===== config.mk =====
export PLATFORM = sky130hd
export DESIGN_NAME = console_rx_fifo
export DESIGN_NICKNAME = d
export VERILOG_FILES = /design/src/rtl/console_pkg.sv /design/src/rtl/console_byte_fifo.sv /design/src/rtl/console_rx_fifo.sv
export SDC_FILE = /design/constraint.sdc
export NUM_CORES = 1
export LEC_CHECK = 0
export CORE_MARGIN = 2
export CORE_UTILIZATION = 40
export DETAILED_ROUTE_END_ITERATION = 12
export PLACE_DENSITY_LB_ADDON = 0.2
export SYNTH_ARGS = -nofsm -noshare
export SYNTH_HDL_FRONTEND = slang
export SYNTH_SLANG_ARGS = --single-unit

===== constraint.sdc =====
create_clock -name CLK -period 3 [get_ports CLK]
set_input_delay 0.6 -clock CLK [delete_from_list [all_inputs] [get_ports CLK]]
set_output_delay 0.6 -clock CLK [all_outputs]
set_load 0.05 [all_outputs]

===== src/rtl/console_pkg.sv =====
// ---------------------------------------------------------------------------
// console_pkg
// Shared definitions for the console receive path: the encoding of the
// UART capture state machine, the "no byte pending" value that simpleuart
// returns on reg_dat_do, and the console baud divider.
// ---------------------------------------------------------------------------
package console_pkg;

    // Capture FSM states. SETTLE gives the UART a cycle to refresh reg_dat_do.
    typedef enum logic [1:0] {
        CAP_IDLE   = 2'd0,
        CAP_ACK    = 2'd1,
        CAP_SETTLE = 2'd2
    } cap_state_e;

    // simpleuart reg_dat_do reads as all ones when its receive buffer is empty.
    localparam logic [31:0] NO_DATA_DEFAULT = 32'hFFFF_FFFF;

    // 16 MHz system clock / 300 baud.
    localparam int unsigned CONSOLE_BAUD_DIV = 32'd53333;

endpackage


===== src/rtl/console_byte_fifo.sv =====
// ---------------------------------------------------------------------------
// console_byte_fifo
// Synchronous byte FIFO with first-word-fall-through read port.
//   CLK    in   system clock
//   RST    in   synchronous active-high reset (pointers/count only)
//   PUSH   in   write WDATA this cycle (ignored when FULL)
//   POP    in   consume head byte this cycle (ignored when EMPTY)
//   WDATA  in   byte to write
//   RDATA  out  head byte, 8'h00 while EMPTY
//   COUNT  out  bytes held, 0 .. 2^DEPTH_LOG2
//   FULL   out  COUNT == 2^DEPTH_LOG2
//   EMPTY  out  COUNT == 0
// ---------------------------------------------------------------------------
module console_byte_fifo #(
    parameter int DEPTH_LOG2 = 4
) (
    input  logic                  CLK,
    input  logic                  RST,
    input  logic                  PUSH,
    input  logic                  POP,
    input  logic [7:0]            WDATA,
    output logic [7:0]            RDATA,
    output logic [DEPTH_LOG2:0]   COUNT,
    output logic                  FULL,
    output logic                  EMPTY
);

    localparam int                    DEPTH       = 1 << DEPTH_LOG2;
    localparam logic [DEPTH_LOG2:0]   DEPTH_COUNT = (DEPTH_LOG2+1)'(DEPTH);
    localparam logic [DEPTH_LOG2:0]   CNT_ONE     = (DEPTH_LOG2+1)'(1);
    localparam logic [DEPTH_LOG2-1:0] PTR_ONE     = DEPTH_LOG2'(1);

    logic [7:0]            mem_r [DEPTH];
    logic [DEPTH_LOG2-1:0] wptr_r;
    logic [DEPTH_LOG2-1:0] rptr_r;
    logic [DEPTH_LOG2:0]   count_r;
    logic                  full_s;
    logic                  empty_s;
    logic                  push_ok_s;
    logic                  pop_ok_s;
    logic [7:0]            rdata_s;

    // Full/empty come from the pre-edge count, so a pop never makes room
    // for a push in the same cycle and a push never feeds a same-cycle pop.
    assign full_s    = (count_r == DEPTH_COUNT);
    assign empty_s   = (count_r == {(DEPTH_LOG2+1){1'b0}});
    assign push_ok_s = PUSH && !full_s;
    assign pop_ok_s  = POP && !empty_s;

    // Storage write; contents are deliberately not cleared by reset.
    always_ff @(posedge CLK) begin
        if (push_ok_s && !RST) begin
            mem_r[wptr_r] <= WDATA;
        end
    end

    // Pointer and occupancy update; pointers wrap naturally modulo depth.
    always_ff @(posedge CLK) begin
        if (RST) begin
            wptr_r  <= {DEPTH_LOG2{1'b0}};
            rptr_r  <= {DEPTH_LOG2{1'b0}};
            count_r <= {(DEPTH_LOG2+1){1'b0}};
        end else begin
            if (push_ok_s) begin
                wptr_r <= wptr_r + PTR_ONE;
            end
            if (pop_ok_s) begin
                rptr_r <= rptr_r + PTR_ONE;
            end
            case ({push_ok_s, pop_ok_s})
                2'b10:   count_r <= count_r + CNT_ONE;
                2'b01:   count_r <= count_r - CNT_ONE;
                default: count_r <= count_r;
            endcase
        end
    end

    // Fall-through head byte, forced to zero while nothing is held.
    always_comb begin
        rdata_s = 8'h00;
        if (!empty_s) begin
            rdata_s = mem_r[rptr_r];
        end else begin
            rdata_s = 8'h00;
        end
    end

    assign RDATA = rdata_s;
    assign COUNT = count_r;
    assign FULL  = full_s;
    assign EMPTY = empty_s;

endmodule


===== src/rtl/console_rx_fifo.sv =====
// ---------------------------------------------------------------------------
// console_rx_fifo
// Drains the simpleuart receive register into a byte FIFO so the CPU's
// read-char instruction no longer races incoming characters.
//   CLK          in   system clock
//   RST          in   synchronous active-high reset
//   UART_DAT_DO  in   simpleuart reg_dat_do (byte in [7:0] unless NO_DATA)
//   UART_DAT_RE  out  registered one-cycle acknowledge to simpleuart
//   POP          in   CPU consumes the head byte
//   RDATA        out  {24'b0, head byte}, zero while EMPTY
//   EMPTY        out  no bytes held
//   FULL         out  2^DEPTH_LOG2 bytes held
//   COUNT        out  bytes held
//   OVERRUN      out  sticky flag: a byte was dropped on a full FIFO
//   CLR_OVERRUN  in   clears OVERRUN (a same-cycle drop wins)
// ---------------------------------------------------------------------------
module console_rx_fifo
    import console_pkg::*;
#(
    parameter int          DEPTH_LOG2 = 4,
    parameter logic [31:0] NO_DATA    = NO_DATA_DEFAULT
) (
    input  logic                CLK,
    input  logic                RST,
    input  logic [31:0]         UART_DAT_DO,
    output logic                UART_DAT_RE,
    input  logic                POP,
    output logic [31:0]         RDATA,
    output logic                EMPTY,
    output logic                FULL,
    output logic [DEPTH_LOG2:0] COUNT,
    output logic                OVERRUN,
    input  logic                CLR_OVERRUN
);

    cap_state_e state_r;
    cap_state_e next_state_s;
    logic       byte_valid_s;
    logic       push_s;
    logic       drop_s;
    logic       re_next_s;
    logic       re_r;
    logic       overrun_r;
    logic       fifo_full_s;
    logic [7:0] fifo_rdata_s;

    assign byte_valid_s = (UART_DAT_DO != NO_DATA);

    // Capture state register.
    always_ff @(posedge CLK) begin
        if (RST) begin
            state_r <= CAP_IDLE;
        end else begin
            state_r <= next_state_s;
        end
    end

    // Capture next-state logic: one sample, one acknowledge, one settle cycle.
    always_comb begin
        next_state_s = state_r;
        case (state_r)
            CAP_IDLE: begin
                if (byte_valid_s) begin
                    next_state_s = CAP_ACK;
                end else begin
                    next_state_s = CAP_IDLE;
                end
            end
            CAP_ACK:    next_state_s = CAP_SETTLE;
            CAP_SETTLE: next_state_s = CAP_IDLE;
            default:    next_state_s = CAP_IDLE;
        endcase
    end

    // Capture output decode: a sampled byte is always acknowledged, and is
    // either stored or dropped depending on the pre-edge FULL.
    always_comb begin
        push_s    = 1'b0;
        drop_s    = 1'b0;
        re_next_s = 1'b0;
        if ((state_r == CAP_IDLE) && byte_valid_s) begin
            re_next_s = 1'b1;
            push_s    = !fifo_full_s;
            drop_s    = fifo_full_s;
        end else begin
            re_next_s = 1'b0;
            push_s    = 1'b0;
            drop_s    = 1'b0;
        end
    end

    // Acknowledge pulse and sticky overrun flag.
    always_ff @(posedge CLK) begin
        if (RST) begin
            re_r      <= 1'b0;
            overrun_r <= 1'b0;
        end else begin
            re_r <= re_next_s;
            if (drop_s) begin
                overrun_r <= 1'b1;
            end else if (CLR_OVERRUN) begin
                overrun_r <= 1'b0;
            end else begin
                overrun_r <= overrun_r;
            end
        end
    end

    console_byte_fifo #(
        .DEPTH_LOG2 (DEPTH_LOG2)
    ) u_fifo (
        .CLK   (CLK),
        .RST   (RST),
        .PUSH  (push_s),
        .POP   (POP),
        .WDATA (UART_DAT_DO[7:0]),
        .RDATA (fifo_rdata_s),
        .COUNT (COUNT),
        .FULL  (fifo_full_s),
        .EMPTY (EMPTY)
    );

    assign UART_DAT_RE = re_r;
    assign OVERRUN     = overrun_r;
    assign FULL        = fifo_full_s;
    assign RDATA       = {24'h000000, fifo_rdata_s};

endmodule

==> reports/qor.yml <==
hold_path:
  holdPathEnd: "OVERRUN$_SDFFE_PP0P_"
  min_path_type: "register to register"
  hold_start: "OVERRUN$_SDFFE_PP0P_"
  hold_path_depth: 1
power_and_ir_drop:
  switchingPower_mw: 2.140
  pwr-share-comb_pct: 34.1
  leakagePower_nw: 2.855
  peakVddDrop_mv: 0.5376
  swShare_pct: 31.35
  p_seq_share_pct: 35.7
  totalPowerFinal_mw: 6.827
  power_density_nw_per_um2: 855.8
  pwr-share-clk_pct: 30.1
  internal_power_mw: 4.686
critical_path:
  r2r_start: "u_fifo.COUNT[3]$_SDFFE_PP0P_"
  r2r-end: "u_fifo.COUNT[4]$_SDFFE_PP0P_"
  critPathArrivalTime_ns: 2.26
  cp-end-kind: "primary output"
  crit_type: "register to primary output"
  crit_path_start_kind: "register"
  reg2reg_depth: 12
  critPathMaxFanout: 5
  r2r_slack_ns: 0.31
  crit_required_ns: 2.40
synthesis:
  synth_area_leaders: "edfxtp_1, mux4_2, dfxtp_1, buf_4, mux2i_1"
  yosysTopAreaCellShare_pct: 61.60
  yosys.area.top_type: "edfxtp_1"
  synth_edf_count: 128
  yosysSeqAreaShare_pct: 68.34
  syn_inst: 345
  netlist_area_sq_um: 6240
  synth_cell_type_count: 42
  ys_warn_count: 0
  avgSynthCellArea_sq_um: 18.09
  async_flop_share_pct: 0
  ys_ff_latch: 149
  synth_ff_type: "edfxtp_1"
cells_and_area:
  multiInputGateArea_sq_um: 1802
  area_delta_synth_final_pct: 27.83
  final_cell_mix: "edfxtp_1, buf_4, clkdlybuf4s50_1"
  nNetsFinal: 498
  fillCellCount: 1229
  antennaDiodeCount: 0
  layout-drive-gt1-share_pct: 29.03
  layout_commonest_cell: "edfxtp_1"
  seq_area_sq_um: 4269
drt:
  finalWirelength_mm: 12.61
  drc: 0
  dr.pass1.iters: 6
  ant_nets: 0
  drt_iter0_drc: 236
  vias: 3329
  viasPerCell: 5.098
  routedWlPerCell_microns: 19.32
place:
  hpwl_mm: 8.772
  routabilityCongestion: 0.7496
  io_buffers: 52
timing:
  max_clock_freq_mhz: 349.2
  slew_violations: 0
  fin_setup_tns_ns: 0
  hold_viol_final: 0
  rsz0062_at_grt: "no"
  tightest_slew_ns: 0.5182
  period_minus_slack_ns: 2.864
  setup_viol: 0
  fin_crit_sh_pct: 95.46
  skew_ns: 0.008424
  relSlewSlack_pct: 65.34
floorplan:
  dieArea_sq_um: 16610
  core-area_sq_um: 15200
  rows: 45
  top_level_ports: 77
  die_h_microns: 128.9
  die_w_microns: 128.9
  start_util_pct: 41.05
clock_network:
  cts_max_path_buffers: 2
  clk_pin_slew_worst_paths_ns: 0.05
  holdBufCountCts: 0
  cts_root_buf: "clkbuf_16"
  clock-sinks: 149
  clock_latency_ns: 0.42
  cts_buffers: 17
  cts_tree: "done"
  htreeDepth: 4
global_route:
  grt_pass1_wl_mm: 19.55
  gr-total-overflow: 0
  antenna_found_initial: 0
  grt_use_total_pct: 16.45
  grt_max_degree: 33
  grt_pass1_vias: 3525
status:
  status: "finished, final reports clean"
job:
  drv_cap: 0
[critical path: stages (launching register included)]
cell             delay, ns
dfxtp_2               0.36
nor4_2                0.44
and2_4                0.24
clkdlybuf4s50_1       0.81
[layer usage]
| metal | GRT usage (%) | vias up | wire (microns) |
|---|---|---|---|
| met3 | 4.283 | 12 | 607 |
| met1 | 20.48 | 1695 | 5301 |
| met4 | 6.138 | 0 | 171 |
| met2 | 27.79 | 83 | 6533 |
| li1 | - | 1539 | - |
| met5 | 0 | - | 0 |
[power by group through the flow]
| stage | Sequential, mW | Clock (mW) | Combinational [mW] |
|---|---|---|---|
| after floorplan | 2.55 | 0 | 1.38 |
| after global placement | 2.48 | 0 | 2.34 |
| after CTS | 2.44 | 2.10 | 2.36 |
| after global routing | 2.45 | 2.19 | 2.50 |
| final | 2.44 | 2.06 | 2.33 |
| after detailed placement | 2.48 | 0 | 2.36 |
[sequential cells by signal, summed over array words and instances, names as in the netlist, named ones only]
name           cells
state_r            2
u_fifo.mem_r     128
u_fifo.rptr_r      4
OVERRUN            1
UART_DAT_RE        1
u_fifo.COUNT       5
u_fifo.wptr_r      4
[cell families (layout without fill, tap and decap cells)]
kind of cell | after synthesis | count (layout) | synth area share, %
AO/OA/AOI/OAI | 25 | 25 | 3.008
XOR/XNOR | 8 | 8 | 1.123
adder cells (fa/ha/maj) | 10 | 10 | 2.126
buffers and inverters | 44 | 141 | 4.431
flip-flops | 149 | 149 | 68.34
multiplexers | 52 | 52 | 14.76
other | 1 | 24 | 0.06010
AND/OR/NAND/NOR | 56 | 56 | 6.156
[through the flow]
step	hold WS, ns	instance area [sq um]	std cells	util (%)	setup slack, ns
global route	0.4854	7976	653	52.47	0.04253
CTS	0.4763	7955	653	52.33	0.05330
finish	0.4771	7976	653	52.47	0.1361
detailed placement	0.4590	7383	621	48.57	-0.3723
floorplan	0.4847	6330	368	-	0.01583
global placement	0.4649	7383	621	48.57	-0.2913
[layout make-up]
type / count / area share [%]
clock buffer: 20 / 5.475
clock inverter: 12 / 1.710
inverter: 6 / 0.2824
multi-input combinational: 175 / 22.59
sequential: 149 / 53.52
tap: 188 / 2.949
timing repair buffer: 103 / 13.47
[cells in the mapped netlist (2+ instances only)]
| library cell | number |
|---|---|
| edfxtp_1 | 128 |
| mux4_2 | 32 |
| buf_4 | 27 |
| dfxtp_1 | 21 |
| mux2i_1 | 20 |
| and3_1 | 17 |
| nor2_1 | 15 |
| ha_1 | 9 |
| o22ai_1 | 8 |
| a21oi_1 | 6 |
| inv_1 | 6 |
| clkbuf_1 | 5 |
| nand4_2 | 5 |
| nand4_1 | 4 |
| xnor2_1 | 4 |
| xor2_1 | 4 |
| a21o_1 | 3 |
| buf_1 | 3 |
| nand2_1 | 3 |
| buf_2 | 2 |
| nor4_4 | 2 |
[worst max path at each step]
stage                                       startpoint                            to  slack (ns)  cells after the start
after floorplan           u_fifo.COUNT[3]$_SDFFE_PP0P_  u_fifo.COUNT[4]$_SDFFE_PP0P_        0.02                     11
after global placement                  UART_DAT_DO[2]  u_fifo.COUNT[4]$_SDFFE_PP0P_       -0.29                     13
after detailed placement                UART_DAT_DO[3]  u_fifo.COUNT[4]$_SDFFE_PP0P_       -0.37                     13
after CTS                 u_fifo.COUNT[0]$_SDFFE_PP0P_                      RDATA[5]        0.05                      5
after global routing                    UART_DAT_DO[4]  u_fifo.COUNT[4]$_SDFFE_PP0P_        0.04                     14
final                     u_fifo.COUNT[0]$_SDFFE_PP0P_                          FULL        0.14                      3
[timing repair]
action / CTS / global route
pin swaps: 0 / 2
gates resized for setup: 1 / 6
setup buffers: 0 / 0
setup endpoints to repair: 1 / 8
gates cloned: 0 / 0
Note: power is estimated with default switching activity, not from simulation.
